[config.mk]
export PLATFORM = sky130hd
export DESIGN_NAME = lfsr_seed_rng_flat
export DESIGN_NICKNAME = d
export VERILOG_FILES = /design/src/rtl/lfsr_seed_rng_if.sv /design/src/rtl/lfsr_seed_rng.sv /design/src/flat_wrapper.sv
export SDC_FILE = /design/constraint.sdc
export NUM_CORES = 1
export LEC_CHECK = 0
export BUFFER_PORTS_ARGS = -buffer_cell sky130_fd_sc_hd__buf_2
export CORE_MARGIN = 2
export CORE_UTILIZATION = 57
export DETAILED_ROUTE_END_ITERATION = 8
export PLACE_DENSITY = 0.82
export SETUP_SLACK_MARGIN = 0.2
export SKIP_CTS_REPAIR_TIMING = 1
export SLEW_MARGIN = 10
export SYNTH_ARGS = -nofsm -noshare
export SYNTH_HDL_FRONTEND = slang
export SYNTH_SLANG_ARGS = --single-unit
[constraint.sdc]
create_clock -name clk -period 3.05 [get_ports clk]
set_input_delay 0.305 -clock clk [delete_from_list [all_inputs] [get_ports clk]]
set_output_delay 0.305 -clock clk [all_outputs]
set_load 0.03 [all_outputs]
[src/rtl/lfsr_seed_rng_if.sv]
// Seed / random-value bus between the seed-select mux, lfsr_seed_rng and its consumer.
// Optional `wrapped` signal exists only when LFSR_WRAP_DETECT_EN is defined.
interface lfsr_seed_rng_if #(
  parameter int unsigned WIDTH = 8
);
  logic [WIDTH-1:0] seed;
  logic             load;
  logic             rnd_ready;
  logic [WIDTH-1:0] rnd;
  logic             rnd_valid;
  logic             busy;
`ifdef LFSR_WRAP_DETECT_EN
  logic             wrapped;
`endif

`ifdef LFSR_WRAP_DETECT_EN
  // Seed source and value consumer side
  modport master (
    output seed, load, rnd_ready,
    input  rnd, rnd_valid, busy, wrapped
  );

  // Generator side
  modport slave (
    input  seed, load, rnd_ready,
    output rnd, rnd_valid, busy, wrapped
  );
`else
  // Seed source and value consumer side
  modport master (
    output seed, load, rnd_ready,
    input  rnd, rnd_valid, busy
  );

  // Generator side
  modport slave (
    input  seed, load, rnd_ready,
    output rnd, rnd_valid, busy
  );
`endif
endinterface

[src/rtl/lfsr_seed_rng.sv]
// Seeded Fibonacci LFSR random-number generator with optional warm-up and a
// valid/ready output. Define LFSR_WRAP_DETECT_EN to add the full-period
// `wrapped` pulse and the captured-seed register it compares against.
module lfsr_seed_rng #(
  parameter int unsigned     WIDTH    = 8,
  parameter logic [WIDTH-1:0] TAPS     = WIDTH'(8'h1D),
  parameter int unsigned     WARMUP   = 4,
  parameter logic [WIDTH-1:0] ZERO_SUB = WIDTH'(8'h01)
) (
  input  logic           clk,
  input  logic           reset,
  lfsr_seed_rng_if.slave bus
);

  localparam int unsigned     CNT_W     = 8;
  localparam logic [CNT_W-1:0] WARM_INIT = CNT_W'(WARMUP);
  localparam bit              WARM_EN   = (WARMUP != 0);

  typedef enum logic [1:0] {
    ST_IDLE = 2'd0,
    ST_WARM = 2'd1,
    ST_RUN  = 2'd2
  } state_t;

  state_t           r_fsm;
  logic [WIDTH-1:0] r_lfsr;
  logic [CNT_W-1:0] r_cnt;
  logic             r_valid;
  logic             r_busy;

  logic             w_fb;
  logic [WIDTH-1:0] w_next;
  logic [WIDTH-1:0] w_seed;
  logic             w_step;

  // Feedback is the parity of the tapped bits, shifted in at the MSB
  assign w_fb   = ^(r_lfsr & TAPS);
  assign w_next = {w_fb, r_lfsr[WIDTH-1:1]};

  // An all-zero seed would lock the LFSR, so it is replaced
  assign w_seed = (bus.seed == '0) ? ZERO_SUB : bus.seed;

  // A step happens every warm-up cycle or on a handshake, never alongside a load
  assign w_step = !bus.load &&
                  ((r_fsm == ST_WARM) || ((r_fsm == ST_RUN) && r_valid && bus.rnd_ready));

  // Control FSM, LFSR state and warm-up counter
  always_ff @(posedge clk) begin
    if (reset) begin
      r_fsm   <= ST_IDLE;
      r_lfsr  <= '0;
      r_cnt   <= '0;
      r_valid <= 1'b0;
      r_busy  <= 1'b0;
    end else if (bus.load) begin
      r_lfsr  <= w_seed;
      r_cnt   <= WARM_INIT;
      r_fsm   <= WARM_EN ? ST_WARM : ST_RUN;
      r_valid <= !WARM_EN;
      r_busy  <= WARM_EN;
    end else begin
      case (r_fsm)
        ST_IDLE: begin
          r_valid <= 1'b0;
          r_busy  <= 1'b0;
        end
        ST_WARM: begin
          r_lfsr <= w_next;
          if (r_cnt != '0) begin
            r_cnt <= r_cnt - CNT_W'(1);
          end
          // Counter at 1 (or defensively 0) means this is the last warm-up step
          if (r_cnt <= CNT_W'(1)) begin
            r_fsm   <= ST_RUN;
            r_valid <= 1'b1;
            r_busy  <= 1'b0;
          end
        end
        ST_RUN: begin
          if (w_step) begin
            r_lfsr <= w_next;
          end
        end
        default: begin
          r_fsm   <= ST_IDLE;
          r_valid <= 1'b0;
          r_busy  <= 1'b0;
        end
      endcase
    end
  end

  assign bus.rnd       = r_lfsr;
  assign bus.rnd_valid = r_valid;
  assign bus.busy      = r_busy;

`ifdef LFSR_WRAP_DETECT_EN
  logic [WIDTH-1:0] r_seed_cap;
  logic             r_wrapped;

  // Remember the effective seed and flag the step that returns to it
  always_ff @(posedge clk) begin
    if (reset) begin
      r_seed_cap <= '0;
      r_wrapped  <= 1'b0;
    end else if (bus.load) begin
      r_seed_cap <= w_seed;
      r_wrapped  <= 1'b0;
    end else begin
      r_wrapped  <= w_step && (w_next == r_seed_cap);
    end
  end

  assign bus.wrapped = r_wrapped;
`endif

endmodule

[src/flat_wrapper.sv]
// flat-port wrapper written by rule: the top's interface ports become plain ports
module lfsr_seed_rng_flat 
#(
  parameter int unsigned     WIDTH    = 8,
  parameter logic [WIDTH-1:0] TAPS     = WIDTH'(8'h1D),
  parameter int unsigned     WARMUP   = 4,
  parameter logic [WIDTH-1:0] ZERO_SUB = WIDTH'(8'h01)
)
  (clk, reset, bus_seed, bus_load, bus_rnd_ready, bus_rnd, bus_rnd_valid, bus_busy);
  lfsr_seed_rng_if #(.WIDTH(WIDTH)) bus_i ();
  input  logic clk;
  input  logic reset;
  input wire logic [$bits(bus_i.seed)-1:0] bus_seed;
  input wire logic [$bits(bus_i.load)-1:0] bus_load;
  input wire logic [$bits(bus_i.rnd_ready)-1:0] bus_rnd_ready;
  output wire logic [$bits(bus_i.rnd)-1:0] bus_rnd;
  output wire logic [$bits(bus_i.rnd_valid)-1:0] bus_rnd_valid;
  output wire logic [$bits(bus_i.busy)-1:0] bus_busy;
  assign bus_i.seed = bus_seed;
  assign bus_i.load = bus_load;
  assign bus_i.rnd_ready = bus_rnd_ready;
  assign bus_rnd = bus_i.rnd;
  assign bus_rnd_valid = bus_i.rnd_valid;
  assign bus_busy = bus_i.busy;
  lfsr_seed_rng #(.WIDTH(WIDTH), .TAPS(TAPS), .WARMUP(WARMUP), .ZERO_SUB(ZERO_SUB)) u_core (.clk(clk), .reset(reset), .bus(bus_i));
endmodule
==> flow_metrics.env, run 1 <==
export IMPL_status="finished clean"
export IMPL_cts_path_max_buffers=2
export IMPL_tns_ns=0
export IMPL_critical_path_class="flop to flop"
export IMPL_drt_pre_antenna_iters=4
export IMPL_finish_utilization=0.666
export IMPL_postSynthAreaPerCell_sq_um=8.88
export IMPL_overflow=0
export IMPL_swShare=0.303
export IMPL_fp_coreArea_sq_mm=0.00192
export IMPL_start_kind="flop"
export IMPL_p_comb_frac=0.214
export IMPL_place_inst=170
export IMPL_ir_drop_mv=0.486
export IMPL_drive_gt1_frac=0.231
export IMPL_grt_max_degree=19
export IMPL_cts_num_sinks=20
export IMPL_initial_core_util=0.591
export IMPL_first_iter_violations=14
export IMPL_p_sw_mw=0.173
export IMPL_cp_max_fo=5
export IMPL_clockRootBuffer="clkbuf_4"
export IMPL_ys_ff_latch=20
export IMPL_htreeDepth=1
export IMPL_syn2layout_area_growth_pct=12.7
export IMPL_num_io_pins=22
export IMPL_synthCells=128
export IMPL_endpoint_kind="flop"
export IMPL_hold_viol_final=0
export IMPL_period_share=0.569
export IMPL_dp_hpwl_mm=1.83
export IMPL_syn_nets=142
export IMPL_final_nets=162
export IMPL_stdcell_count=174
export IMPL_critPathArrivalTime_ns=1.98
export IMPL_drc=0
export IMPL_ys_seq_area_frac=0.352
export IMPL_grt_pass1_vias=969
export IMPL_worst_pin_slew_ns=0.612
export IMPL_row_count=16
export IMPL_routed_wl_mm=2.54
export IMPL_grt_pass1_wl_mm=4.28
export IMPL_yosysMostFrequentCell="dfxtp_1"
export IMPL_power_density_mw_per_mm2=447
export IMPL_drtAntennaViolNets=0
export IMPL_yosysTopAreaCellShare=0.352
export IMPL_relSlewSlack=0.590
export IMPL_internal_power_mw=0.399
export IMPL_synth_cell_type_count=44
export IMPL_port_buffers=21
export IMPL_clk_latency_ns=0.30
export IMPL_avgRoutedWirePerCell_um=14.6
export IMPL_antenna_found_initial=0
export IMPL_synthArstFlopShare=0
export IMPL_dieArea_sq_mm=0.00237
export IMPL_yosys_most_used_dff="dfxtp_1"
export IMPL_hp_start="bus_seed[7]"
export IMPL_tritoncts="yes"
export IMPL_required_ns=3.29
export IMPL_track_usage=0.231
export IMPL_synth_area_sq_mm=0.00114
export IMPL_gp_congestion=0.828
export IMPL_synth_common_cells="dfxtp_1, nor2_1, nand2_1"
export IMPL_p_seq_frac=0.513
export IMPL_r2r_start="u_core.r_cnt[0]"
export IMPL_p_clk_frac=0.273
export IMPL_via_count=1056
export IMPL_power_mw=0.572
export IMPL_ys_warnings_count=0
export IMPL_maxSlewViolCount=0
export IMPL_synth_edf_count=0
export IMPL_hold_slack_ns=0.270
export IMPL_yosysTopAreaCell="dfxtp_1"
export IMPL_finalSetupViolations=0
export IMPL_leakagePower_nw=0.526
export IMPL_viasPerCell=6.07
export IMPL_cts_clk_slew_worst_paths_ns=0.11
export IMPL_drv_cap=0
export IMPL_rsz0062_at_grt="false"
export IMPL_die_w_um=48.6
export IMPL_antenna_cells=0
export IMPL_fmax_ghz=0.576
export IMPL_worstSetupStartpoint="u_core.r_cnt[0]"
export IMPL_cts_buffers=3
export IMPL_hold_class="input pin to flop"
export IMPL_fin_crit_ns=1.74
export IMPL_fp_dieH_um=48.6
export IMPL_yosys_top_cells_area="dfxtp_1, a2111oi_0, mux2i_1"
export IMPL_final_setup_skew_ns=0.000795
worst paths after layout:
kind | end | slack, ns | cells past startpoint
worst max-delay path | u_core.r_cnt[0] | 1.31 | 5
worst min register to register | u_core.bus.busy | 0.50 | 2
worst min-delay path | u_core.bus.rnd[7] | 0.27 | 3
worst max register to register | u_core.r_cnt[0] | 1.31 | 5
metal layers:
| metal | up-vias | global-route usage | routed length, um |
|---|---|---|---|
| met4 | 0 | 0.0667 | 51 |
| met1 | 495 | 0.283 | 1120 |
| met5 | - | 0 | 0 |
| met2 | 33 | 0.386 | 1220 |
| li1 | 520 | - | - |
| met3 | 8 | 0.0741 | 153 |
logic make-up after synthesis:
| family | after synthesis | share of synthesized area |
|---|---|---|
| AOI/OAI and AO/OA | 31 | 0.214 |
| xor gates and xnor gates | 3 | 0.0231 |
| adders and majority gates | 2 | 0.0220 |
| buffers and inverters | 11 | 0.0440 |
| DFF | 20 | 0.352 |
| muxes | 7 | 0.0628 |
| and+or+nand+nor | 54 | 0.282 |
power groups by stage:
stage	Combinational (mW)	Sequential (mW)	Clock [mW]
finish	0.122	0.294	0.156
global route	0.134	0.296	0.170
CTS	0.122	0.293	0.158
detailed placement	0.121	0.299	0
global placement	0.119	0.298	0
floorplan	0.0729	0.315	0
through the flow:
step	worst slack (ns)	area [sq um]
final	1.31	1280
after CTS	1.34	1280
after detailed placement	1.37	1240
after global routing	1.15	1280
after global placement	1.45	1240
after floorplan	1.51	1140
worst max-delay path, stage by stage (launching register included):
cell and delay, ns:
dfxtp_1 0.36, inv_1 0.10, ha_1 0.23, or3b_2 0.47, o21ai_0 0.29, mux2i_1 0.21
area by class of cell:
| class | count | area [sq um] |
|---|---|---|
| Clock buffer | 4 | 36.3 |
| Fill cell | 167 | 642 |
| Timing Repair Buffer | 21 | 105 |
| Tap cell | 27 | 33.8 |
| Inverter | 5 | 18.8 |
| Multi-Input combinational cell | 97 | 686 |
| Sequential cell | 20 | 400 |
sequential cells by signal, summed over array words and instances, names as in the netlist:
| name | count |
|---|---|
| u_core.bus.rnd | 8 |
| u_core.r_cnt | 8 |
| u_core.r_fsm | 2 |
| u_core.bus.busy | 1 |
| u_core.bus.rnd_valid | 1 |
cell usage in the layout (no fill, tap or decap), types with 2 or more instances in the layout:
cell type / instances
buf_2: 21
inv_1: 4
ha_1: 2
a211oi_1: 5
nand3b_1: 3
clkbuf_4: 3
nor3b_1: 2
nor3_1: 2
dfxtp_1: 20
nand2_1: 8
xnor2_1: 3
nand2b_1: 3
a21oi_1: 6
nor2_1: 15
nand3_1: 2
o21ai_0: 2
a21boi_0: 3
mux2i_1: 6
a2111oi_0: 7
or3_1: 6
Power figures use the tool's default switching activity.
==> inputs of run 2 (changes only) <==
Settings changed: CORE_UTILIZATION 57 to 53, PLACE_DENSITY 0.82 to 0.77.
Clock period 3.05 ns to 1.7 ns, I/O delays scaled along.
==> run 2 against run 1 <==
Combinational power increased by 120%. Flip-flop and latch count unchanged. Critical endpoint is now u_core.r_cnt[4]. Critical path type unchanged. Clock skew rose by 0.0075 ns. Highest routed layer unchanged. Clock power increased by 150%.
==> flow_metrics.env, run 2 (synthesis gave the netlist of run 1 again) <==
export IMPL_slowest_delay_ns=0.45
export IMPL_final_cell_area_sq_mm=0.00144
export IMPL_grt_pass1_wl_mm=4.53
export IMPL_relSlewSlack=0.737
export IMPL_gp_congestion=0.848
export IMPL_htreeDepth=1
export IMPL_leakagePower_nw=0.594
export IMPL_power_mw=1.18
export IMPL_cts_path_max_buffers=2
export IMPL_dp_hpwl_mm=1.88
export IMPL_cts_num_sinks=20
export IMPL_critPathArrivalTime_ns=1.80
export IMPL_num_io_pins=22
export IMPL_cts_buffers=3
export IMPL_clk_latency_ns=0.30
export IMPL_syn2layout_area_growth_pct=27.1
export IMPL_grt_max_degree=19
export IMPL_first_iter_violations=28
export IMPL_fp_dieH_um=50.3
export IMPL_drtAntennaViolNets=0
export IMPL_hold_viol_final=0
export IMPL_endpoint_kind="flop"
export IMPL_tns_ns=0
export IMPL_crit_buf_inv=1
export IMPL_power_density_mw_per_mm2=818
export IMPL_tritoncts="yes"
export IMPL_fp_coreArea_sq_mm=0.00200
export IMPL_final_common_cell="buf_2"
export IMPL_ir_drop_mv=0.503
export IMPL_drc=0
export IMPL_routed_wl_mm=2.84
export IMPL_period_share=0.920
export IMPL_status="finished clean"
export IMPL_initial_core_util=0.568
export IMPL_final_nets=167
export IMPL_finish_utilization=0.721
export IMPL_p_seq_frac=0.445
export IMPL_track_usage=0.233
export IMPL_drv_cap=0
export IMPL_maxSlewViolCount=0
export IMPL_p_comb_frac=0.228
export IMPL_clockRootBuffer="clkbuf_4"
export IMPL_fin_crit_ns=1.56
export IMPL_via_count=1087
export IMPL_drive_gt1_frac=0.382
export IMPL_final_cell_mix="buf_2, nor2_1, dfxtp_1"
export IMPL_die_w_um=50.3
export IMPL_start_kind="flop"
export IMPL_cts_clk_slew_worst_paths_ns=0.12
export IMPL_drt_pre_antenna_iters=4
export IMPL_worst_pin_slew_ns=0.384
export IMPL_swShare=0.284
export IMPL_rsz0062_at_grt="true"
export IMPL_row_count=16
export IMPL_critical_path_class="flop to flop"
export IMPL_internal_power_mw=0.845
export IMPL_fmax_ghz=0.639
export IMPL_hold_class="input pin to flop"
export IMPL_avgRoutedWirePerCell_um=15.9
export IMPL_placed_cell_area_sq_mm=0.00127
export IMPL_p_clk_frac=0.327
export IMPL_dieArea_sq_mm=0.00253
export IMPL_antenna_found_initial=0
export IMPL_slowest_stage="a2111oi_2"
export IMPL_viasPerCell=6.07
export IMPL_finalSetupViolations=0
export IMPL_critPathTopFamily="compound AO/OA/AOI/OAI gates"
export IMPL_final_setup_skew_ns=0.00832
export IMPL_antenna_cells=0
export IMPL_overflow=0
export IMPL_worstPathCellList="inv_2 > ha_4 > nand3b_1 > a2111oi_2 > mux2i_1"
export IMPL_p_sw_mw=0.335
export IMPL_port_buffers=21
export IMPL_required_ns=1.93
export IMPL_grt_pass1_vias=1036
export IMPL_cp_max_fo=5
## run 2: cell count changes in the layout (fill, tap and decap cells not counted), sizes merged
cell,previous run,this run
buf,21,26
bufinv,0,1
clkbuf,4,3
## run 2: routing by layer
layer	part of all wire	routed length [um]	GRT usage	vias up
met4	0.0070	20	0.117	0
met1	0.41	1160	0.297	512
met3	0.058	165	0.0298	4
met2	0.53	1500	0.386	38
li1	-	-	-	533
met5	0	0	0	-
## run 2: cell type report
cell class | instances | area, sq um
inverter | 5 | 18.8
timing repair buffer | 26 | 143
fill | 139 | 558
sequential | 20 | 412
tap | 27 | 33.8
clock buffer | 3 | 22.5
multi-input combinational | 97 | 785
clock inverter | 1 | 30.0
## run 2: worst register-to-register path, delay by kind of cell, from the launching register on
family                   cells  cell delay (ns)
AO/OA/AOI/OAI                1             0.45
flip-flops                   1             0.36
multiplexers                 1             0.23
AND/OR/NAND/NOR              1             0.20
adder cells (fa/ha/maj)      1             0.16
buffers and inverters        1             0.09
## run 2: path summary, 6_finish.rpt
path	from	to	slack, ns	depth (start not counted)
worst max-delay path	u_core.r_cnt[0]	u_core.r_cnt[4]	0.14	5
worst min-delay path	bus_seed[7]	u_core.bus.rnd[7]	0.13	3
worst max register to register	u_core.r_cnt[0]	u_core.r_cnt[4]	0.14	5
worst min register to register	u_core.r_cnt[0]	u_core.r_cnt[0]	0.51	2
## run 2: power by group through the flow
stage	clock (mW)	combinational, mW	sequential [mW]
6_report	0.386	0.270	0.525
5_1_grt	0.407	0.289	0.529
4_1_cts	0.395	0.232	0.523
3_5_place_dp	0	0.231	0.533
3_3_place_gp	0	0.226	0.532
2_1_floorplan	0	0.131	0.566
## run 2: through the flow
stage	std cells	setup slack, ns	hold WS, ns
floorplan	128	0.228	0.325
global placement	174	0.135	0.439
detailed placement	174	0.0681	0.443
CTS	178	0.0476	0.124
global route	179	0.0790	0.136
finish	179	0.135	0.130
==> inputs of run 3 (changes only) <==
Settings changed: CORE_UTILIZATION 53 to 23, PLACE_DENSITY 0.77 to unset, TNS_END_PERCENT set to 50.
==> run 3 against run 2 <==
Critical path depth down 2. Cell count up 22%. Flip-flop and latch count unchanged. Clock skew down 0.0025 ns. Worst setup slack better by 0.026 ns.
==> flow_metrics.env, run 3 (synthesis gave the netlist of run 1 again) <==
export IMPL_antenna_found_initial=0
export IMPL_final_cell_mix="buf_2, dfxtp_1, nor2_1"
export IMPL_worstPathCellList="or4_4 > o41ai_4 > a311oi_1"
export IMPL_num_io_pins=22
export IMPL_final_common_cell="buf_2"
export IMPL_gp_congestion=0.775
export IMPL_tns_ns=0
export IMPL_viasPerCell=4.82
export IMPL_critical_path_class="flop to flop"
export IMPL_final_cell_area_sq_mm=0.00150
export IMPL_cts_buffers=3
export IMPL_grt_pass1_wl_mm=4.69
export IMPL_fp_dieH_um=74.3
export IMPL_initial_core_util=0.239
export IMPL_worst_pin_slew_ns=0.358
export IMPL_die_w_um=74.3
export IMPL_slowest_stage="or4_4"
export IMPL_ir_drop_mv=0.338
export IMPL_maxSlewViolCount=0
export IMPL_finalSetupViolations=0
export IMPL_port_buffers=21
export IMPL_final_setup_skew_ns=0.00582
export IMPL_critPathTopFamily="simple AND/OR/NAND/NOR gates"
export IMPL_slowest_delay_ns=0.61
export IMPL_leakagePower_nw=0.574
export IMPL_min_to="u_core.bus.rnd[7]"
export IMPL_hold_viol_final=0
export IMPL_finish_utilization=0.314
export IMPL_dp_hpwl_mm=1.99
export IMPL_power_mw=1.10
export IMPL_endpoint_kind="flop"
export IMPL_drv_cap=0
export IMPL_r2r_slack_ns=0.16
export IMPL_final_nets=168
export IMPL_tritoncts="yes"
export IMPL_routed_wl_mm=2.98
export IMPL_rsz0062_at_grt="true"
export IMPL_drt_pre_antenna_iters=4
export IMPL_cp_max_fo=4
export IMPL_grt_max_degree=19
export IMPL_dieArea_sq_mm=0.00552
export IMPL_hp_start="bus_seed[7]"
export IMPL_critPathArrivalTime_ns=1.67
export IMPL_row_count=25
export IMPL_period_share=0.905
export IMPL_crit_cells=3
export IMPL_holdPathStages=3
export IMPL_clockRootBuffer="clkbuf_8"
export IMPL_syn2layout_area_growth_pct=31.6
export IMPL_grt_pass1_vias=1002
export IMPL_crit_buf_inv=0
export IMPL_r2r_start="u_core.r_cnt[6]"
export IMPL_avgRoutedWirePerCell_um=13.6
export IMPL_r2r_end="u_core.bus.busy"
export IMPL_drive_gt1_frac=0.362
export IMPL_cts_path_max_buffers=2
export IMPL_hold_class="input pin to flop"
export IMPL_overflow=0
export IMPL_power_density_mw_per_mm2=738
export IMPL_htreeDepth=1
export IMPL_placed_cell_area_sq_mm=0.00132
export IMPL_via_count=1056
export IMPL_status="finished clean"
export IMPL_relSlewSlack=0.755
export IMPL_clk_latency_ns=0.26
export IMPL_track_usage=0.108
export IMPL_first_iter_violations=47
export IMPL_cts_clk_slew_worst_paths_ns=0.08
export IMPL_required_ns=1.83
export IMPL_drc=0
export IMPL_fmax_ghz=0.650
export IMPL_cts_num_sinks=20
export IMPL_r2r_cells=3
export IMPL_drtAntennaViolNets=0
export IMPL_antenna_cells=0
export IMPL_start_kind="flop"
export IMPL_fp_coreArea_sq_mm=0.00475
export IMPL_num_fill_cells=509
export IMPL_fin_crit_ns=1.54
-- run 3: worst reg2reg max path: stages, from the launching register on --
cell and delay (ns):
dfxtp_1 0.35, or4_4 0.61, o41ai_4 0.32, a311oi_1 0.13
-- run 3: worst max-delay path by stage --
stage | end | startpoint
after global routing | u_core.bus.busy | u_core.r_cnt[4]
after floorplan | u_core.r_cnt[0] | u_core.r_cnt[1]
after detailed placement | u_core.r_cnt[4] | u_core.r_cnt[1]
after global placement | u_core.r_cnt[4] | u_core.r_cnt[0]
after CTS | u_core.r_cnt[4] | u_core.r_cnt[0]
final | u_core.bus.busy | u_core.r_cnt[6]
-- run 3: layout make-up --
cell class              count  area, sq um  area share
inverters                   5         23.8      0.0159
repair buffers             27          150       0.100
well taps                  67         83.8      0.0561
multi-input cells          97          786       0.526
flip-flops and latches     20          410       0.274
clock buffers               3         41.3      0.0276
-- run 3: metal layers --
| metal | up-vias | part of all wire | track usage |
|---|---|---|---|
| li1 | 532 | - | - |
| met1 | 500 | 0.49 | 0.144 |
| met2 | 22 | 0.47 | 0.177 |
| met3 | 2 | 0.031 | 0.0217 |
| met4 | 0 | 0.0023 | 0.0298 |
| met5 | - | 0 | 0 |
-- run 3: stage by stage --
step	worst slack (ns)	hold slack, ns	cells
finish	0.161	0.189	219
global route	0.119	0.218	219
CTS	0.0191	0.193	217
detailed placement	0.0500	0.462	214
global placement	0.0653	0.453	214
floorplan	0.228	0.325	128
-- run 3: power breakdown --
part	total [mW]	switching, mW	internal, mW	leakage [nW]
clock	0.313	0.155	0.158	0.0216
sequential	0.525	0.0304	0.495	0.167
combinational	0.265	0.156	0.110	0.386
total	1.10	0.341	0.762	0.574
